[src/rtl/wb_module_bridge.sv]
// Wishbone classic slave fronting the user-project module array: decodes a hit into
// module select / word offset / write strobe and returns the muxed read data with a one-cycle ack.
module wb_module_bridge #(
  parameter logic [31:0] BASE_ADDR = 32'h3000_0000,
  parameter logic [31:0] BASE_MASK = 32'hFFFF_0000,
  parameter int          MOD_LSB   = 8,
  parameter int          READ_WAIT = 2
) (
  input  logic                 wb_clk_i,
  input  logic                 wb_rst_i,
  input  logic                 wbs_cyc_i,
  input  logic                 wbs_stb_i,
  input  logic                 wbs_we_i,
  input  logic [3:0]           wbs_sel_i,
  input  logic [31:0]          wbs_adr_i,
  input  logic [31:0]          wbs_dat_i,
  output logic                 wbs_ack_o,
  output logic [31:0]          wbs_dat_o,
  output logic                 we_o,
  output logic [2:0]           addr_o,
  output logic [MOD_LSB-3:0]   reg_addr_o,
  output logic [3:0]           sel_o,
  output logic [31:0]          wdata_o,
  input  logic [31:0]          rdata_i
);

  typedef enum logic [1:0] {
    IDLE   = 2'd0,
    ACCESS = 2'd1,
    ACK    = 2'd2
  } state_t;

  state_t     state_q;
  state_t     state_d;
  logic [3:0] cnt_q;
  logic [3:0] cnt_d;
  logic       is_wr_q;
  logic       hit;
  logic       latch;
  logic       access_done;
  logic       rd_latch;
  logic       ack_d;
  logic       we_d;

  assign hit = wbs_cyc_i & wbs_stb_i &
               ((wbs_adr_i & BASE_MASK) == (BASE_ADDR & BASE_MASK));

  // A write leaves ACCESS after one cycle; a read once the wait counter has drained.
  assign access_done = is_wr_q || (cnt_q == 4'd0);

  always_ff @(posedge wb_clk_i) begin
    if (wb_rst_i) begin
      state_q <= IDLE;
    end else begin
      state_q <= state_d;
    end
  end

  always_comb begin
    state_d = state_q;
    case (state_q)
      IDLE: begin
        if (hit) state_d = ACCESS;
      end
      ACCESS: begin
        if (!wbs_cyc_i)       state_d = IDLE;
        else if (access_done) state_d = ACK;
      end
      ACK: begin
        state_d = IDLE;
      end
      default: begin
        state_d = IDLE;
      end
    endcase
  end

  always_comb begin
    latch    = 1'b0;
    we_d     = 1'b0;
    ack_d    = 1'b0;
    rd_latch = 1'b0;
    cnt_d    = cnt_q;
    case (state_q)
      IDLE: begin
        if (hit) begin
          latch = 1'b1;
          we_d  = wbs_we_i;
          cnt_d = 4'(READ_WAIT);
        end
      end
      ACCESS: begin
        if (wbs_cyc_i) begin
          ack_d    = access_done;
          rd_latch = access_done && !is_wr_q;
        end
        if (cnt_q != 4'd0) cnt_d = cnt_q - 4'd1;
      end
      default: begin
        cnt_d = cnt_q;
      end
    endcase
  end

  // Request fields hold their last value in IDLE so the modules never see them glitch.
  always_ff @(posedge wb_clk_i) begin
    if (wb_rst_i) begin
      cnt_q      <= '0;
      is_wr_q    <= 1'b0;
      wbs_ack_o  <= 1'b0;
      we_o       <= 1'b0;
      addr_o     <= '0;
      reg_addr_o <= '0;
      sel_o      <= '0;
      wdata_o    <= '0;
      wbs_dat_o  <= '0;
    end else begin
      cnt_q     <= cnt_d;
      wbs_ack_o <= ack_d;
      we_o      <= we_d;
      if (latch) begin
        is_wr_q    <= wbs_we_i;
        addr_o     <= wbs_adr_i[MOD_LSB+2:MOD_LSB];
        reg_addr_o <= wbs_adr_i[MOD_LSB-1:2];
        sel_o      <= wbs_sel_i;
        wdata_o    <= wbs_dat_i;
      end
      if (rd_latch) wbs_dat_o <= rdata_i;
    end
  end

endmodule

[config.mk]
export PLATFORM = sky130hd
export DESIGN_NAME = wb_module_bridge
export DESIGN_NICKNAME = d
export VERILOG_FILES = /design/src/rtl/wb_module_bridge.sv
export SDC_FILE = /design/constraint.sdc
export NUM_CORES = 1
export LEC_CHECK = 0
export ABC_AREA = 0
export CORE_MARGIN = 2
export CORE_UTILIZATION = 30
export DETAILED_ROUTE_END_ITERATION = 16
export PLACE_DENSITY = 0.65
export SKIP_CTS_REPAIR_TIMING = 1
export SLEW_MARGIN = 20
export SYNTH_ARGS = -nofsm -noshare
export SYNTH_HDL_FRONTEND = slang
export SYNTH_SLANG_ARGS = --single-unit
[constraint.sdc]
create_clock -name wb_clk_i -period 2.47 [get_ports wb_clk_i]
set_input_delay 0.494 -clock wb_clk_i [delete_from_list [all_inputs] [get_ports wb_clk_i]]
set_output_delay 0.494 -clock wb_clk_i [all_outputs]
set_load 0.02 [all_outputs]
==> reports/results.tsv <==
stage	metric	value	unit
status	status	finished, final reports clean	
routing	highest_layer	met4	
timing	fmax	520	MHz
timing	maxSlewHeadroom	0.699	
critical_path	r2r-start	cnt_q[0]	
synth	postSynthCellCount	399	
routing	route.detailed.drc	0	
grt	first_global_vias	3255	
timing	rsz0062_at_grt	no	
timing	min_period_over_period	0.778	
synth	ys_ff_latch	86	
cells_and_area	nets	668	
synth	async_reset_ff_frac	0	
cells_and_area	instances_no_fill	705	
placement	dp_cells	690	
synth	synth_edf_count	0	
synth	seq_area_frac_synth	0.527	
cells_and_area	mostFrequentLayoutCells	clkdlybuf4s50_1 (175), dfxtp_1 (86), a21oi_1 (80)	
placement	globalplace.congestion	0.771	
timing	skew	0.00895	ns
timing	slew_violations	0	
grt	grt.overflow.total	0	
routing	vias	3394	
cts	clockRootBuffer	clkbuf_8	
hold_path	hold_start	wbs_dat_o[20]	
critical_path	worst_path_max_delay_cell	or3b_1	
placement	port_buffers	176	
power	power_per_cell_area	490	nW/um^2
cts	clk_latency	0.34	ns
floorplanning	pin_count	184	
power	swShare	0.202	
cells_and_area	antenna_cells	0	
hold_path	holdCritPathClass	reg -> reg	
routing	drt-initial-drc-count	188	
synth	syn_avg_cell_area	8.19	um^2
cts	cts_buffers	9	
grt	gr-usage-all-layers	0.168	
cells_and_area	final_common_cell	clkdlybuf4s50_1	
cts	htreeDepth	3	
routing	first_pass_iters	4	
power	seqPwrFrac	0.529	
critical_path	critPathCaptureType	register	
grt	grt_max_degree	87	
critical_path	critPathLaunchType	register	
floorplanning	die_w	108	um
synth	synthFlopType	dfxtp_1	
floorplanning	initial_core_util	0.304	
hold_path	hold_depth	2	
cts	cts.clk_slew.worst_paths	0.08	ns
routing	m1WireLength	4.06	mm
power	ir_worst_vdd	313	uV
critical_path	crit_fanout	32	
power	power.clock.fraction	0.398	
timing	finalSetupViolations	0	
critical_path	cpPeakStageDelay	0.40	ns
floorplanning	rows	38	
routing	met3WireLength	671	um
routing	viasPerCell	4.81	
cells_and_area	syn_to_final_growth	63.7	%
power	p_sw	529	uW
critical_path	r2r_cells	7	
timing	finalCriticalPeriod	1.92	ns
synth	synth.distinct_cells	31	
timing	tightest_slew	0.445	ns
grt	grt_antenna_before_repair	0	
critical_path	crit_type	reg -> reg	
floorplanning	core	10700	um^2
cts	cts_sinks	86	
routing	wl_per_cell	14.1	um
timing	setup-tns-final	0	ns
critical_path	arrival	2.13	ns
job	cap_violations	0	
synth	synth.net_count	506	
cts	cts_tree	built	
routing	ant_nets	0	
critical_path	r2r-end	wbs_dat_o[9]	
critical_path	required	2.68	ns
synth	syn_area	3270	um^2
cells_and_area	final_layout_size_suffix_gt1_frac	0.0513	
power	intPower	2090	uW
power	combPwrFrac	0.073	
routing	detail_route.wirelength	9.93	mm
grt	grt_pass1_wl	15.7	mm
timing	hold_viol	0	
critical_path	reg2reg_slack	0.55	ns
hold_path	whs_endpoint	wbs_dat_o[20]	
placement	dpl.hpwl	6.87	mm
cts	clk_path_buf_depth	2	
floorplanning	dieHeight	108	um
synth	ys_warn_count	0	
power	p_leak	0.00172	uW
floorplanning	dieArea	11700	um^2
critical_path	path_cells	inv_1, ha_1, or3b_1, or3_1, buf_4, nand2_1, a21oi_1	
routing	routed-wl-met2	5.04	mm
[worst max-delay path: cells and delay by family, from the launching register on]
family / cells / cell delay, ns
AOI/OAI and AO/OA: 1 / 0.06
adders and majority gates: 1 / 0.17
buffers and inverters: 2 / 0.36
DFF: 1 / 0.32
and+or+nand+nor: 3 / 0.87
[Yosys cell counts, types with 2 or more instances]
cell type / count / area share
dfxtp_1: 86 / 0.53
a21oi_1: 80 / 0.12
nand2_1: 68 / 0.078
nand3_1: 48 / 0.074
o21ai_0: 38 / 0.058
clkbuf_1: 24 / 0.028
buf_2: 8 / 0.012
o21ai_1: 8 / 0.012
buf_6: 3 / 0.010
nand3b_1: 3 / 0.0069
nor2_1: 3 / 0.0034
nor4_1: 3 / 0.0057
a31oi_1: 2 / 0.0038
buf_4: 2 / 0.0046
ha_1: 2 / 0.0077
inv_1: 2 / 0.0023
nor3_1: 2 / 0.0031
nor3b_1: 2 / 0.0046
nor4b_1: 2 / 0.0054
o211ai_1: 2 / 0.0046
[sequential cells by signal, indices dropped and copies added (netlist names), 2 cells and up]
register	count
wbs_dat_o	32
state_q	2
wdata_o	32
reg_addr_o	6
cnt_q	4
sel_o	4
addr_o	3
[logic make-up (layout without fill, tap and decap cells)]
| kind of cell | after synthesis | after routing | synth area share |
|---|---|---|---|
| and+or+nand+nor | 139 | 139 | 0.199 |
| AOI/OAI and AO/OA | 133 | 133 | 0.209 |
| DFF | 86 | 86 | 0.527 |
| buffers and inverters | 39 | 205 | 0.0570 |
| adders and majority gates | 2 | 2 | 0.00766 |
[through the flow]
step                power, uW  hold slack [ns]   util  worst slack, ns  cell area [um^2]
CTS                      2660            0.458  0.498            0.535              5350
floorplan                1450            0.487      -            0.709              3270
finish                   2620            0.455  0.498            0.548              5350
detailed placement       1610            0.447  0.479            0.183              5140
global placement         1610            0.443  0.479            0.227              5140
global route             2730            0.482  0.498            0.413              5350
[metal layers]
metal  vias to the layer above  GRT usage
met3                        14     0.0398
met2                       102      0.300
li1                       1702          -
met1                      1576      0.194
met5                         -          0
met4                         0     0.0650
[layout make-up]
type | count | area (um^2)
Clock buffer | 11 | 131
Clock inverter | 4 | 72.6
Fill cell | 1043 | 5400
Inverter | 2 | 7.51
Multi-Input combinational cell | 274 | 1370
Sequential cell | 86 | 1720
Tap cell | 140 | 175
Timing Repair Buffer | 188 | 1870
[worst max-delay path by stage]
stage / from / slack, ns / cells after the start / endpoint
2_1_floorplan: cnt_q[0] / 0.71 / 8 / wbs_dat_o[10]
3_3_place_gp: wbs_adr_i[17] / 0.23 / 6 / cnt_q[0]
3_5_place_dp: wbs_adr_i[17] / 0.18 / 6 / wdata_o[6]
4_1_cts: cnt_q[0] / 0.54 / 7 / wbs_dat_o[9]
5_1_grt: wbs_adr_i[22] / 0.41 / 6 / wdata_o[30]
6_report: cnt_q[0] / 0.55 / 7 / wbs_dat_o[9]
[power groups by stage]
stage / clock network (uW) / logic [uW] / registers, uW
global route: 1150 / 203 / 1390
finish: 1040 / 191 / 1380
floorplan: 0 / 27.6 / 1420
detailed placement: 0 / 191 / 1420
global placement: 0 / 190 / 1420
CTS: 1090 / 192 / 1380
Power figures use the tool's default switching activity.
